File: src/rtl/cur_dec_pkg.sv
// Shared widths and decode functions for the current-steering DAC cell decoder.
// The decode functions are also used by the top to derive the reset pattern.
package cur_dec_pkg;

  localparam int unsigned CODE_W = 4;
  localparam int unsigned CELLS  = 16;

  typedef logic [CODE_W-1:0] code_t;
  typedef logic [CELLS-1:0]  cells_t;

  // Unary pattern: the lowest `code` cells are on, so out[15] is never set
  function automatic cells_t thermo_f(input code_t code);
    return (CELLS'(1) << code) - CELLS'(1);
  endfunction

  // Exactly one cell on, at position `code`
  function automatic cells_t onehot_f(input code_t code);
    return CELLS'(1) << code;
  endfunction

  function automatic cells_t decode_f(input bit thermo, input code_t code);
    return thermo ? thermo_f(code) : onehot_f(code);
  endfunction

endpackage

File: src/rtl/cur_dec_comb.sv
// Combinational 4-to-16 decoder; the decode style is fixed at elaboration.
module cur_dec_comb
  import cur_dec_pkg::*;
#(
  parameter bit THERMO = 1'b1
) (
  input  logic [CODE_W-1:0] code,
  output logic [CELLS-1:0]  out_c
);

  generate
    if (THERMO) begin : g_thermo
      assign out_c = thermo_f(code);
    end else begin : g_onehot
      assign out_c = onehot_f(code);
    end
  endgenerate

endmodule

File: src/rtl/cur_dec_sync.sv
// Registered DAC cell-enable decoder: code and decoded cells load together on
// an en-qualified edge so every cell switch toggles on the same clock edge.
module cur_dec_sync
  import cur_dec_pkg::*;
#(
  parameter bit                 THERMO   = 1'b1,
  parameter logic [CODE_W-1:0]  RST_CODE = 4'd0
) (
  input  logic              clk,
  input  logic              rst,
  input  logic              en,
  input  logic [CODE_W-1:0] in,
  output logic [CELLS-1:0]  out,
  output logic [CODE_W-1:0] code_q
);

  localparam cells_t RST_OUT = decode_f(THERMO, RST_CODE);

  logic [CELLS-1:0] dec_c;

  // Decoding the incoming code keeps out and code_q in lockstep on one edge
  cur_dec_comb #(
    .THERMO (THERMO)
  ) u_comb (
    .code  (in),
    .out_c (dec_c)
  );

  always_ff @(posedge clk or posedge rst) begin
    if (rst) begin
      code_q <= RST_CODE;
      out    <= RST_OUT;
    end else if (en) begin
      code_q <= in;
      out    <= dec_c;
    end
  end

endmodule

File: config.mk
export PLATFORM = sky130hd
export DESIGN_NAME = cur_dec_sync
export DESIGN_NICKNAME = d
export VERILOG_FILES = /design/src/rtl/cur_dec_pkg.sv /design/src/rtl/cur_dec_comb.sv /design/src/rtl/cur_dec_sync.sv
export SDC_FILE = /design/constraint.sdc
export NUM_CORES = 1
export LEC_CHECK = 0
export BUFFER_PORTS_ARGS = -buffer_cell sky130_fd_sc_hd__buf_2
export CAP_MARGIN = 20
export CORE_MARGIN = 2
export CORE_UTILIZATION = 45
export DETAILED_ROUTE_END_ITERATION = 10
export GPL_ROUTABILITY_DRIVEN = 0
export PLACE_DENSITY = 0.83
export SYNTH_ARGS = -nofsm -noshare
export SYNTH_HDL_FRONTEND = slang
export SYNTH_SLANG_ARGS = --single-unit
File: constraint.sdc
create_clock -name clk -period 0.8 [get_ports clk]
set_input_delay 0.16 -clock clk [delete_from_list [all_inputs] [get_ports clk]]
set_output_delay 0.16 -clock clk [all_outputs]
set_load 0.01 [all_outputs]
# [Word level (Yosys, flattened, before mapping)]
# Index checks and enable logic that the tools add are counted.
[op_classes] addsub=1 n_shift=1
[ops] cell="1-bit by 4-bit << shifter with 16-bit output (first input constant)" count=1
[ops] cell="16-bit by 2-bit subtractor with 16-bit output (second input constant)" count=1
[word_totals] inputBits=7 reg_bits=20 out_inout_bits=20

# [Logic depth before layout (Yosys ltp)]
[logic_depth] word_depth=2 mapped_depth=7 ltp_nobuf=6

# [Cells and area by module]
# A second synthesis with hierarchy kept.
[hier_totals] hier_cells=83 area_unflattened_um2=1094.8
[modules_own_cells] mod="cur_dec_sync" area_each_um2=827.0 instances=1 cells_each=43
[modules_own_cells] mod="cur_dec_comb" area_each_um2=267.8 instances=1 cells_each=40

# [Worst setup path after synthesis]
# No wires, ideal clock.
[synth_timing] kind="input to register" startpoint="input in[3]" endpoint="register out[10]" required_time_ns=0.696 setup_time_ns=0.104 n_path_buf=1 arrival_ns=1.479 slack_ns=-0.783 cell_stages=6 cell_sequence="buf_6 or4_4 ha_1 nor2_1 a31oi_1 o311ai_1"
[synth_between] elab_chain_cells=2
[synth_rtl] element="from (decl)" line_no="cur_dec_sync.sv:12" source="input logic [CODE_W-1:0] in,"
[synth_rtl] element="1-bit by 4-bit << shifter with 16-bit output" line_no="cur_dec_pkg.sv:13" source="return (CELLS'(1) << code) - CELLS'(1);"
[synth_rtl] element="16-bit by 2-bit subtractor with 16-bit output" line_no="cur_dec_pkg.sv:13"
[synth_rtl] element="to (signal assigned)" line_no="cur_dec_sync.sv:32" source="out <= RST_OUT;"
[synth_rtl] element="to (signal assigned)" line_no="cur_dec_sync.sv:35" source="out <= dec_c;"
[synth_rtl] element="to (decl)" line_no="cur_dec_sync.sv:13" source="output logic [CELLS-1:0] out,"
# Every way passes these cells.
# A chain may end at the register's enable or synchronous reset.

# [Worst setup path after layout]
[layout_timing] startpoint="input in[1]" endpoint="register out[10]"
# The elaborated chain is that of the path after synthesis.

==> impl_metrics.csv <==
group,metric,value,unit
placed_design,dp_hpwl,1390,um
clock_tree,clockBufferDepth,2,
floorplan,die_h,49.8,um
clock_tree,numCtsBuffers,3,
worst_setup_path,worstSetupPathType,"in2reg",
worst_setup_path,r2r-start,"out[14]",
worst_setup_path,path_max_fanout,5,
clock_tree,cts_tree,"done",
floorplan,start_util,0.480,
worst_setup_path,arrival,1.49,ns
drt,antenna_left,0,
placed_design,post-place-ws,-0.795,ns
floorplan,io_pins,27,
placed_design,portBuffers,26,
worst_setup_path,crit_start,"in[1]",
sta,rsz0062_at_grt,"true",
worst_setup_path,cp.depth,6,
sta,finalSetupTns,-5.76,ns
drt,initialDrtViolationCount,17,
worst_hold_path,hold_class,"in2reg",
synthesis,syn_inst,95,
sta,skew,0,ns
worst_setup_path,crit_chain,"buf_6 -> or4_4 -> ha_4 -> nor2_4 -> a31oi_1 -> o311ai_1",
sta,post-route-period-util,1.63,
clock_tree,htreeDepth,1,
worst_hold_path,min_path_cells,3,
synthesis,yosys.area_share.simple,0.174,
worst_setup_path,cp_top_family,"simple AND/OR/NAND/NOR gates",
worst_setup_path,crit_buf_inv,1,
status,violations,"setup timing",
layout,n_fill_cell,148,
synthesis,avgSynthCellArea,9.92,um2
clock_tree,numClockSinks,20,
synthesis,synth_compound_area_frac,0.145,
synthesis,ys_ff_latch,20,
layout,final_cell_area,1440,um2
worst_setup_path,cp-start-kind,"input pin",
clock_tree,clk_pin_slew_worst_paths,0.11,ns
worst_setup_path,rrSetupSlack,-0.09,ns
sta,setup_viol,28,
worst_setup_path,endpoint,"out[10]",
worst_setup_path,slowest_stage,"or4_4",
synthesis,synth_fa_ha_area_frac,0.0133,
clock_tree,cts-root-buf,"clkbuf_4",
grt,grt_pass1_wl,3710,um
grt,overflow,0,
floorplan,die-area,2480,um2
drt,drt_pre_antenna_iters,4,
synthesis,muxShareOfSynthArea,0.0359,
drt,routedWlPerCell,13.6,um
drt,drc,0,
grt,grt_util_all_layers,0.203,
worst_setup_path,r2r_end,"out[14]",
synthesis,synth_top_family_by_area,"simple AND/OR/NAND/NOR gates",
sta,finalHoldViolations,0,
synthesis,yosys.area_share.xor_xnor,0.00930,
layout,drive_above_1_share,0.541,
layout,fin_nets,158,
placed_design,place_area,1180,um2
pwr,powerDensity,1550,nW/um2
sta,worstMarginPinSlew,0.283,ns
grt,grt_start_max_net_pins,21,
drt,viasPerCell,5.09,
clock_tree,insertion_delay,0.29,ns
drt,dr_total_vias,891,
floorplan,coreArea,1960,um2
drt,routed_wl,2370,um
floorplan,fp.dieW,49.8,um
synthesis,seq_area_frac_synth,0.531,
floorplan,std_cell_rows,16,
synthesis,yosys_warnings,0,
worst_setup_path,endpoint_kind,"flop",
sta,fmax,767,MHz
sta,slew_violations,0,
pwr,ir_worst_vdd,0.00102,V
pwr,power_leakage,0.689,nW
status,status,"finished, violations left",
grt,antenna_found_initial,0,
synthesis,syn_area,942,um2
worst_setup_path,crit_required,0.99,ns
worst_setup_path,reg2regPathDepth,4,
sta,layout_min_cycle_time,1.30,ns
layout,diodes,0,
worst_setup_path,cpPeakStageDelay,0.55,ns
job,cap_viol_max_count,0,
grt,grt_pass1_vias,814,
synthesis,syn_nets,103,
sta,setup_slack,-0.503,ns
layout,area_growth,52.3,%
sta,slew_headroom,0.808,
synthesis,ys_types,29,
## worst min-delay path: cells and delay by family
family                 cells  cell delay [ns]
and+or+nand+nor            1             0.05
buffers and inverters      2             0.26
## per-stage QoR
step                      power (W)  std cells  utilization  hold WS, ns
after global placement      0.00157        155        0.604        0.190
after global routing        0.00235        175        0.732        0.198
final                       0.00222        175        0.732        0.204
after detailed placement    0.00159        155        0.604        0.202
after floorplan             0.00141         95            -        0.124
after CTS                   0.00214        168        0.689        0.196
## timing repair
| item | CTS | global route |
|---|---|---|
| resized for setup | 15 | 8 |
| endpoints found under the setup margin | 28 | 27 |
| cloned | 0 | 0 |
| buffers inserted | 9 | 7 |
| hold endpoints to repair | 20 | 0 |
| hold buffers | 1 | 0 |
| pin swaps | 5 | 3 |
## power by group
group / internal, W / total, W / switching (W)
Clock: 0.000175 / 0.000479 / 0.000303
Sequential: 0.00110 / 0.00114 / 0.0000419
Combinational: 0.000310 / 0.000606 / 0.000296
## cell type report
cell class	count	area (um2)	share of cell area
clock buffers	3	22.5	0.0157
inverters	10	37.5	0.0262
multi-input cells	57	437	0.304
flip-flops and latches	20	500	0.349
well taps	27	33.8	0.0235
repair buffers	58	404	0.282
## cell usage in the layout (no fill, tap or decap), types with 3 or more instances in the layout
master    instances
dfrtp_1          20
nand2_1           6
buf_2            24
buf_6             7
inv_1             9
buf_4            26
a31oi_1           3
o21ai_1           5
a21oi_1           4
clkbuf_4          3
nor2_1            8
## cells in the mapped netlist
cell / count / share of area
dfrtp_1: 20 / 0.53
nor2_1: 11 / 0.044
inv_1: 10 / 0.040
nand2_1: 7 / 0.028
buf_2: 6 / 0.032
o21ai_1: 6 / 0.032
a21oi_1: 5 / 0.027
a31oi_1: 3 / 0.020
mux2_2: 2 / 0.024
nand3_1: 2 / 0.011
nor3_1: 2 / 0.011
o21ai_0: 2 / 0.011
o221ai_1: 2 / 0.019
o311ai_1: 2 / 0.019
and2_1: 1 / 0.0066
buf_4: 1 / 0.0080
buf_6: 1 / 0.012
ha_1: 1 / 0.013
mux2_1: 1 / 0.012
nand4_1: 1 / 0.0066
nor2_2: 1 / 0.0066
nor2b_1: 1 / 0.0066
nor3b_1: 1 / 0.0080
nor4b_4: 1 / 0.025
o2111ai_1: 1 / 0.0093
o2bb2ai_1: 1 / 0.0093
or3b_1: 1 / 0.0093
or4_4: 1 / 0.012
xnor2_1: 1 / 0.0093
## routing by layer
metal	up-vias	wire [um]	global-route usage
li1	427	-	-
met1	442	1020	0.243
met2	20	1250	0.344
met3	2	77	0.0515
met4	0	23	0.0833
met5	-	0	0
## kinds of logic after synthesis
family                     count (synthesis)
AOI/OAI and AO/OA                         22
buffers and inverters                     18
DFF                                       20
xor gates and xnor gates                   1
muxes                                      3
and+or+nand+nor                           30
adders and majority gates                  1
## how the worst min path moves through the flow
stage | slack (ns) | endpoint | startpoint
2_1_floorplan | 0.12 | code_q[0] | rst
3_3_place_gp | 0.19 | out[15] | rst
3_5_place_dp | 0.20 | code_q[2] | rst
4_1_cts | 0.20 | out[15] | en
5_1_grt | 0.20 | out[15] | en
6_report | 0.20 | out[15] | en
## flip-flops by register name (all words and copies together) (netlist names)
name,cells
code_q,4
out,16
No activity file was read; power rests on OpenSTA's default activity.
